## config.mk

```make
export PLATFORM = sky130hd
export DESIGN_NAME = serial_shift_out
export DESIGN_NICKNAME = d
export VERILOG_FILES = /design/src/rtl/serial_shift_out.sv
export SDC_FILE = /design/constraint.sdc
export NUM_CORES = 1
export LEC_CHECK = 0
export CAP_MARGIN = 10
export CORE_AREA = 2 2 39 41
export CTS_CLUSTER_SIZE = 8
export DETAILED_ROUTE_END_ITERATION = 10
export DIE_AREA = 0 0 41 43
export PLACE_DENSITY = 0.53
export RECOVER_POWER = 100
export SLEW_MARGIN = 0
export SYNTH_ARGS = -nofsm -noshare
export SYNTH_HDL_FRONTEND = slang
export SYNTH_SLANG_ARGS = --single-unit
export TNS_END_PERCENT = 20
```

## constraint.sdc

```tcl
create_clock -name clk -period 2.7 [get_ports clk]
set_clock_uncertainty 0.15 [all_clocks]
set_input_delay 0.54 -clock clk [delete_from_list [all_inputs] [get_ports clk]]
set_output_delay 0.54 -clock clk [all_outputs]
set_load 0.1 [all_outputs]
```

## src/rtl/serial_shift_out.sv

```systemverilog
// serial_shift_out: parallel-in / serial-out transmitter, MSB first.
// A WIDTH-bit word is taken over a valid/ready handshake and shifted out one
// bit per clock. The ready window opens on the final bit of a frame, so words
// can follow each other with no idle cycle between them.
// Optional feature: define SERIAL_SHIFT_OUT_PARITY_EN to add an even-parity
// bit after the data bits. The frame is then WIDTH+1 cycles long.
module serial_shift_out #(
  parameter int WIDTH = 3
) (
  input  logic             clk,
  input  logic             rst_n,
  input  logic             load_valid_i,
  input  logic [WIDTH-1:0] load_data_i,
  output logic             load_ready_o,
  output logic             serial_o,
  output logic             serial_valid_o,
  output logic             done_o
);

  localparam int CNT_W = $clog2(WIDTH);
  localparam logic [CNT_W-1:0] LAST = CNT_W'(WIDTH - 1);

  typedef enum logic [1:0] {
    IDLE   = 2'd0,
`ifdef SERIAL_SHIFT_OUT_PARITY_EN
    PARITY = 2'd2,
`endif
    SHIFT  = 2'd1
  } state_t;

  state_t             state_reg, state_next;
  logic [WIDTH-1:0]   shreg_reg, shreg_next;
  logic [CNT_W-1:0]   count_reg, count_next;
`ifdef SERIAL_SHIFT_OUT_PARITY_EN
  logic               parity_reg, parity_next;
`endif
  logic               serial_next, valid_next, done_next, ready_next;
  logic               accept;

  // The handshake uses the registered ready, so the word is taken on the same edge the source sees.
  assign accept = load_valid_i & load_ready_o;

  // State register and registered outputs. Reset aborts any frame in flight at once.
  always_ff @(posedge clk or negedge rst_n) begin
    if (!rst_n) begin
      state_reg      <= IDLE;
      shreg_reg      <= '0;
      count_reg      <= '0;
`ifdef SERIAL_SHIFT_OUT_PARITY_EN
      parity_reg     <= 1'b0;
`endif
      serial_o       <= 1'b0;
      serial_valid_o <= 1'b0;
      done_o         <= 1'b0;
      load_ready_o   <= 1'b0;
    end else begin
      state_reg      <= state_next;
      shreg_reg      <= shreg_next;
      count_reg      <= count_next;
`ifdef SERIAL_SHIFT_OUT_PARITY_EN
      parity_reg     <= parity_next;
`endif
      serial_o       <= serial_next;
      serial_valid_o <= valid_next;
      done_o         <= done_next;
      load_ready_o   <= ready_next;
    end
  end

  // Next-state logic: shift and count through a frame, then either reload or go idle.
  always_comb begin
    state_next  = state_reg;
    shreg_next  = shreg_reg;
    count_next  = count_reg;
`ifdef SERIAL_SHIFT_OUT_PARITY_EN
    parity_next = parity_reg;
`endif
    case (state_reg)
      IDLE: begin
        count_next = '0;
      end
      SHIFT: begin
        shreg_next = shreg_reg << 1;
        if (count_reg == LAST) begin
`ifdef SERIAL_SHIFT_OUT_PARITY_EN
          state_next = PARITY;
`else
          state_next = IDLE;
          count_next = '0;
`endif
        end else begin
          count_next = count_reg + 1'b1;
        end
      end
`ifdef SERIAL_SHIFT_OUT_PARITY_EN
      PARITY: begin
        state_next = IDLE;
        count_next = '0;
      end
`endif
      default: begin
        state_next = IDLE;
        count_next = '0;
      end
    endcase
    // Ready is only high in IDLE or on a frame's final bit, so an accept always starts a fresh frame.
    if (accept) begin
      state_next  = SHIFT;
      shreg_next  = load_data_i;
      count_next  = '0;
`ifdef SERIAL_SHIFT_OUT_PARITY_EN
      parity_next = ^load_data_i;
`endif
    end
  end

  // Output logic: decode the upcoming state so that every output comes straight from a flop.
  always_comb begin
    serial_next = 1'b0;
    valid_next  = 1'b0;
    done_next   = 1'b0;
    ready_next  = 1'b0;
    case (state_next)
      IDLE: begin
        ready_next = 1'b1;
      end
      SHIFT: begin
        serial_next = shreg_next[WIDTH-1];
        valid_next  = 1'b1;
`ifndef SERIAL_SHIFT_OUT_PARITY_EN
        if (count_next == LAST) begin
          done_next  = 1'b1;
          ready_next = 1'b1;
        end
`endif
      end
`ifdef SERIAL_SHIFT_OUT_PARITY_EN
      PARITY: begin
        serial_next = parity_next;
        valid_next  = 1'b1;
        done_next   = 1'b1;
        ready_next  = 1'b1;
      end
`endif
      default: begin
        ready_next = 1'b0;
      end
    endcase
  end

endmodule

```

==> results of run 1 <==
## per-stage QoR
step           utilization  total power [W]
2_1_floorplan            -         0.000279
3_3_place_gp         0.345         0.000305
3_5_place_dp         0.345         0.000306
4_1_cts              0.372         0.000445
5_1_grt              0.369         0.000457
6_report             0.369         0.000435
## final cells by class
class,instances,area [sq um],share of cell area
Sequential cell,10,250,0.490
Multi-Input combinational cell,21,124,0.243
Timing Repair Buffer,9,76.3,0.150
Clock buffer,4,36.3,0.0711
Tap cell,16,20.0,0.0392
Inverter,1,3.75,0.00735
## metal layers
metal	wire, um	global-route usage
met1	282	0.0943
met2	290	0.116
met3	68	0.0314
met4	7	0.100
met5	0	0
## how the worst max path moves through the flow
stage            startpoint            to  slack (ns)  depth (start not counted)
2_1_floorplan  load_ready_o  shreg_reg[1]        1.08                          3
3_3_place_gp   load_valid_i  count_reg[0]        1.03                          3
3_5_place_dp   load_valid_i  count_reg[0]         1.0                          3
4_1_cts        load_ready_o  load_ready_o        1.07                          1
5_1_grt            serial_o      serial_o        0.52                          1
6_report           serial_o      serial_o        0.56                          1
## cells by family (layout without fill, tap and decap cells)
kind of cell | after synthesis | in the layout | synth area share
simple gates | 15 | 15 | 0.197
flops | 10 | 10 | 0.635
compound gates | 4 | 4 | 0.0825
other cells | 1 | 1 | 0.00951
mux | 1 | 1 | 0.0254
buf+inv | 3 | 14 | 0.0508
## layout by cell type (no fill, tap or decap), drive strengths merged
cell type,Yosys,layout
dfrtp,10,10
o21a,1,1
buf,2,3
nor2,1,1
mux2i,1,1
a21o,1,1
conb,1,1
nand2b,1,1
nor4,3,3
and2,1,1
clkbuf,0,5
nand3,1,1
nand2,8,8
clkdlybuf4s50,0,3
dlygate4sd3,0,2
inv,1,1
o21ai,2,2
## power by group through the flow
stage	Sequential (W)	Clock (W)	Combinational, W
2_1_floorplan	0.000241	0	0.0000375
3_3_place_gp	0.000183	0	0.000122
3_5_place_dp	0.000184	0	0.000122
4_1_cts	0.000180	0.000142	0.000123
5_1_grt	0.000182	0.000148	0.000126
6_report	0.000180	0.000137	0.000118
==> qor.txt, run 1 <==
Pwr dens = 853 mW/mm^2
Min-delay worst type = reg2reg
Hold path startpoint = count_reg[0]
CTS H-tree depth = 1
Residual DRC = 0
Crit path kind = reg2out
Worst-case clock buffer depth = 2
#FFs+latches synth = 10
Die width = 41 um
Synth area leaders = dfrtp_1 (63%), nand2_1 (7.6%), nor4_1 (4.8%), a21o_4 (3.8%), nand2b_4 (3.5%)
Clk_lat worst skew = 0.27 ns
Die footprint = 0.00176 sq mm
Final hold slack = 0.284 ns
Ys flop type = dfrtp_1
Number of top-level pins = 10
Most frequent cells after synthesis = dfrtp_1 (10), nand2_1 (8), nor4_1 (3)
Initial antenna violation count = 0
Fin crit period = 2.14 ns
IO Port Bufs = 9
Initial Util = 0.285
GP Congestion = 0.763
Hold depth = 1
Vias per inst = 4.31
Area after DPL = 478 sq um
VDD IR max = 0.241 mV
Worst path max stage delay = 0.86 ns
Final non-filler cell total = 61
Most frequent cell after synthesis = dfrtp_1
Routed wire length = 649 um
Final setup margin = 0.559 ns
Critical path launch point type = flop
Leak pwr = 0.248 nW
CTS tree = done
Site Rows = 14
Status = complete, no violations
Worst EP required = 2.01 ns
Layout fillers = 131
DP Cell Count = 57
Via Count = 263
R2R Setup Slk = 1.54 ns
CP max FO = 1
Hold Buf Count CTS = 0
Clock-pin slew on the worst setup and hold paths = 0.07 ns
Setup TNS = 0 ns
Max-cap violations = 0
Cell accounting for the most synthesized area = dfrtp_1
Crit path buf inv count = 1
Sequential Power Share = 0.414
WL/cell = 10.6 um
Post-synth ARST share = 1.00
Antenna Nets Post-Route = 0
Area delta synth->final = 29.5%
Number of failing hold endpoints at the final stage = 0
Sw frac = 0.352
Reg2reg end = load_ready_o
Period utilization = 0.793
Max Clk Rate = 467 MHz
Setup violators final = 0
CP delay by family, top = buffers and inverters
GRT Overall Usage = 0.0876
Reg-to-Reg Start = state_reg[1]
CTS buffer count = 3
WHS Endpoint = count_reg[0]
Comb power frac = 0.271
Clock network power share = 0.315
Critical Path AT = 1.45 ns
Post-CTS resize count = 0
First-pass GRT wire length = 924 um
Syn_area_per_cell = 11.6 sq um
Share of Yosys cell area claimed by the top area cell type = 0.635
Worst-path cell chain = clkbuf_1
Slew Viols, Final = 0
Postcts setup bufs = 0
Distinct cells, synth = 15
Layout Nets = 52
Seq/Total Area, Yosys = 0.635
Global route overflow = 0
RSZ-0062 raised after global routing = false
R2r worst-path depth = 3
Synth Warn # = 0
Power Internal = 0.000282 W
EDFF count, synth = 0
Syn nets = 40
Share of cells above drive strength 1 = 0.200
Crit. End Element = output pin
Core Area = 0.00138 sq mm
# diodes = 0
Vias in the first global route = 232
Rel. slew slack = 0.228
Final Cell Area = 510 sq um
Iteration-0 DRC Markers = 5
Worst Tran Pin Value = 1.16 ns
Mapped Cells = 34
# clock sinks = 10
NetSw = 0.000153 W
Mapped cell area = 394 sq um
Place WS = 0.998 ns
First-pass DRT Iterations = 4
Largest net degree at the start of global routing = 11
Die Ht = 43 um
Root Buffer = clkbuf_4
Slowest stage cell, crit path = clkbuf_1
No activity file was read; power rests on OpenSTA's default activity.
==> inputs of run 2 (changes only) <==
--- a/config.mk
+++ b/config.mk
@@ -10,7 +10,7 @@
 export CTS_CLUSTER_SIZE = 8
 export DETAILED_ROUTE_END_ITERATION = 10
 export DIE_AREA = 0 0 41 43
-export PLACE_DENSITY = 0.53
+export PLACE_DENSITY = 0.55
 export RECOVER_POWER = 100
 export SLEW_MARGIN = 0
 export SYNTH_ARGS = -nofsm -noshare
==> constraint.sdc (replaced) <==
create_clock -name clk -period 1.73 [get_ports clk]
set_clock_uncertainty 0.15 [all_clocks]
set_input_delay 0.346 -clock clk [delete_from_list [all_inputs] [get_ports clk]]
set_output_delay 0.346 -clock clk [all_outputs]
set_load 0.1 [all_outputs]
==> run 2 against run 1 <==
Clock-buffer cell count unchanged. Worst hold slack better by 0.014 ns. Combinational power up 83%. Clock power up 56%. Final cell count unchanged. Total power up 65%. Setup slack worse by 0.23 ns. Die area unchanged. First-iteration DRC count up 60%. Cell area up 9.1%. Non-clock buffer count unchanged.
==> qor.txt, run 2 (synthesized netlist as in run 1, its figures left out) <==
Status = complete, no violations
R2r worst-path depth = 3
Layout Nets = 52
CP max FO = 7
Leak pwr = 0.262 nW
Antenna Nets Post-Route = 0
Initial Util = 0.285
First-pass DRT Iterations = 4
Slowest stage cell, crit path = dlygate4sd3_1
Post-CTS resize count = 0
RSZ-0062 raised after global routing = false
WL/cell = 10.2 um
Met2 usage = 0.122
Die width = 41 um
Vias per inst = 4.36
Die Ht = 43 um
Critical path launch point type = input port
Vias in the first global route = 244
Pwr dens = 1290 mW/mm^2
Number of top-level pins = 10
Worst-path cell chain = dlygate4sd3_1 > and2_0 > nor4_1
Core Area = 0.00138 sq mm
Crit path kind = in2reg
Setup violators final = 0
Slew Viols, Final = 0
Area delta synth->final = 41.3%
Worst-case clock buffer depth = 2
Iteration-0 DRC Markers = 8
Clk_lat worst skew = 0.27 ns
# diodes = 0
Global route overflow = 0
Hold Buf Count CTS = 0
Worst path max stage delay = 0.54 ns
Final Cell Area = 557 sq um
Die footprint = 0.00176 sq mm
CTS tree = done
Setup TNS = 0 ns
# clock sinks = 10
Commonest non-fill, non-tap cell in the layout = dfrtp_1
IO Port Bufs = 9
Period utilization = 0.808
GRT Overall Usage = 0.0894
Postcts setup bufs = 0
Cell count along the critical path = 3
Initial antenna violation count = 0
First-pass GRT wire length = 1.03 mm
Site Rows = 14
Crit path buf inv count = 1
Routed wire length = 624 um
Largest net degree at the start of global routing = 11
Critical Path AT = 1.42 ns
Via Count = 266
Most used routing layer = met1
Area after DPL = 528 sq um
Root Buffer = clkbuf_4
Worst EP required = 1.75 ns
CTS buffer count = 3
Share of cells above drive strength 1 = 0.200
Max Clk Rate = 715 MHz
Design Power = 0.000717 W
Number of failing hold endpoints at the final stage = 0
VDD IR max = 0.431 mV
Met3 GRT Util = 0.0157
CTS H-tree depth = 1
Residual DRC = 0
GP Congestion = 0.857
Crit. End Element = flop
Fin crit period = 1.40 ns
Min-delay worst type = in2async
Most frequent cells in the layout = dfrtp_1 (10), nand2_1 (8), buf_12 (4)
Clock-pin slew on the worst setup and hold paths = 0.07 ns
Max-cap violations = 0
Grt met1 use = 0.124
CP delay by family, top = buffers and inverters
## run 2: cell types whose count changed in the layout (fill, tap and decap cells not counted), sizes merged
| cell | previous run | this run |
|---|---|---|
| buf | 3 | 4 |
| clkbuf | 5 | 4 |
## run 2: final timing paths
kind | to | slack (ns) | start
max in group asynchronous | state_reg[1] | 0.83 | rst_n
min in group clk | count_reg[0] | 0.30 | count_reg[0]
worst min register to register | count_reg[0] | 0.30 | count_reg[0]
worst max-delay path | count_reg[0] | 0.33 | load_valid_i
worst min-delay path | load_ready_o | 0.30 | rst_n
worst max register to register | load_ready_o | 0.46 | state_reg[1]
## run 2: stage by stage
| step | util | worst slack [ns] | cells | hold slack (ns) |
|---|---|---|---|---|
| finish | 0.402 | 0.331 | 61 | 0.299 |
| floorplan | - | 0.114 | 34 | -0.0996 |
| global placement | 0.382 | 0.255 | 57 | 0.281 |
| detailed placement | 0.382 | 0.234 | 57 | 0.286 |
| CTS | 0.408 | 0.369 | 61 | 0.251 |
| global route | 0.402 | 0.250 | 61 | 0.302 |
## run 2: worst register-to-register path: cells and delay by family, from the launching register on
kind	cells	cell delay, ns
and+or+nand+nor	1	0.24
AOI/OAI and AO/OA	2	0.43
DFF	1	0.35
## run 2: layer usage
layer | up-vias | wire, um
met4 | 0 | 19
li1 | 132 | -
met3 | 3 | 48
met5 | - | 0
met1 | 117 | 286
met2 | 14 | 270
## run 2: report_power, final
group	total, W	switching, W	leakage (nW)	internal, W
Clock	0.000214	0.0000864	0.0210	0.000128
Sequential	0.000287	0.0000208	0.126	0.000266
Combinational	0.000216	0.000137	0.114	0.0000788
## run 2: cell type report
cell class                      instances  area, sq um
Clock buffer                            4         36.3
Inverter                                1         3.75
Fill cell                             132          827
Tap cell                               16         20.0
Multi-Input combinational cell         21          116
Timing Repair Buffer                    9          130
Sequential cell                        10          250
==> inputs of run 3 (changes only) <==
--- a/config.mk
+++ b/config.mk
@@ -10,7 +10,7 @@
 export CTS_CLUSTER_SIZE = 8
 export DETAILED_ROUTE_END_ITERATION = 10
 export DIE_AREA = 0 0 41 43
-export PLACE_DENSITY = 0.55
+export PLACE_DENSITY = 0.53
 export RECOVER_POWER = 100
 export SLEW_MARGIN = 0
 export SYNTH_ARGS = -nofsm -noshare
==> constraint.sdc (replaced) <==
create_clock -name clk -period 1.4 [get_ports clk]
set_clock_uncertainty 0.15 [all_clocks]
set_input_delay 0.28 -clock clk [delete_from_list [all_inputs] [get_ports clk]]
set_output_delay 0.28 -clock clk [all_outputs]
set_load 0.1 [all_outputs]
==> run 3 against run 2 <==
Core utilization is 4.0 points lower. Sequential share of layout area up 5.2 points. Clock power down 3%. Critical path depth fell by 2. Total power up 9.7%. Cell area is 9.9% lower. First-iteration DRC count decreased by 25%. Critical endpoint is now serial_valid_o.
==> qor.txt, run 3 (synthesized netlist as in run 1, its figures left out) <==
Area delta synth->final = 27.3%
Worst-path cell chain = buf_4
Hold Buf Count CTS = 0
DP Cell Count = 57
Post-CTS resize count = 0
Die Ht = 43 um
Setup violators final = 0
Critical Path AT = 0.88 ns
Layout Nets = 52
Crit path buf inv count = 1
IO Port Bufs = 9
Period utilization = 0.934
Clock-pin slew on the worst setup and hold paths = 0.06 ns
Leak pwr = 0.241 nW
Vias in the first global route = 259
Vias per inst = 4.41
CTS tree = done
Worst-case clock buffer depth = 2
Number of failing hold endpoints at the final stage = 0
Min-delay worst type = in2async
Antenna Nets Post-Route = 0
GRT Overall Usage = 0.0999
VDD IR max = 0.481 mV
Worst EP required = 0.97 ns
Slowest stage cell, crit path = dfrtp_1
# clock sinks = 10
Iteration-0 DRC Markers = 6
Clk_lat worst skew = 0.27 ns
Number of top-level pins = 10
WL/cell = 10.4 um
Most frequent cells in the layout = dfrtp_1 (9), nand2_1 (8), clkdlybuf4s50_1 (4)
# diodes = 0
Max-cap violations = 0
Commonest non-fill, non-tap cell in the layout = dfrtp_1
First-pass DRT Iterations = 4
Crit. End Element = output pin
CP delay by family, top = flip-flops
Final non-filler cell total = 61
Via Count = 269
First-pass GRT wire length = 1.07 mm
Crit path kind = reg2out
Initial Util = 0.285
Slew Viols, Final = 0
CP max FO = 1
DP Wirelength = 490 um
Die footprint = 0.00176 sq mm
Max Clk Rate = 765 MHz
Routed wire length = 632 um
Global route overflow = 0
Die width = 41 um
CTS buffer count = 3
Worst path max stage delay = 0.33 ns
Root Buffer = clkbuf_4
RSZ-0062 raised after global routing = false
Initial antenna violation count = 0
Share of cells above drive strength 1 = 0.200
Status = complete, no violations
Site Rows = 14
Final Cell Area = 502 sq um
Final Core Density = 0.363
Pwr dens = 1570 mW/mm^2
Largest net degree at the start of global routing = 11
Core Area = 0.00138 sq mm
GP Congestion = 0.817
Residual DRC = 0
Area after DPL = 529 sq um
CTS H-tree depth = 1
R2R Setup Slk = 0.14 ns
Fin crit period = 1.31 ns
Critical path launch point type = flop
Postcts setup bufs = 0
## run 3: cell count changes in the layout (fill, tap and decap cells not counted), sizes merged
cell           previous run  this run
clkdlybuf4s50             3         4
dlygate4sd3               2         1
## run 3: report_power, final
| part | leakage, nW | switching [W] | internal, W |
|---|---|---|---|
| sequential | 0.125 | 0.0000194 | 0.000329 |
| combinational | 0.100 | 0.000169 | 0.0000622 |
| clock | 0.0150 | 0.0000967 | 0.000110 |
| total | 0.241 | 0.000285 | 0.000502 |
## run 3: cell type report
type | instances | area [sq um]
fillers | 140 | 882
flip-flops and latches | 10 | 251
multi-input cells | 21 | 116
repair buffers | 9 | 83.8
clock buffers | 4 | 26.3
well taps | 16 | 20.0
inverters | 1 | 3.75
## run 3: per-layer routing
metal / GRT usage / wire length [um] / up-vias
met5: 0 / 0 / -
met4: 0.100 / 26 / 0
met3: 0.0524 / 64 / 3
met2: 0.141 / 304 / 12
met1: 0.0946 / 237 / 124
li1: - / - / 130
## run 3: worst paths after layout
| check | end | depth (start not counted) | from |
|---|---|---|---|
| min in group clk | count_reg[0] | 1 | count_reg[0] |
| min reg2reg | count_reg[0] | 1 | count_reg[0] |
| max | serial_valid_o | 1 | serial_valid_o |
| min | count_reg[0] | 1 | rst_n |
| max reg2reg | load_ready_o | 3 | state_reg[1] |
| max in group asynchronous | load_ready_o | 1 | rst_n |
## run 3: through the flow
stage	setup TNS, ns	hold WS [ns]	power (W)	worst slack [ns]
final	0	0.238	0.000786	0.0926
after global routing	0	0.277	0.000829	0.0560
after CTS	0	0.187	0.000847	0.0947
after detailed placement	-0.0879	0.294	0.000640	-0.0451
after global placement	-0.0145	0.280	0.000635	-0.00975
after floorplan	0	-0.166	0.000539	0.0137
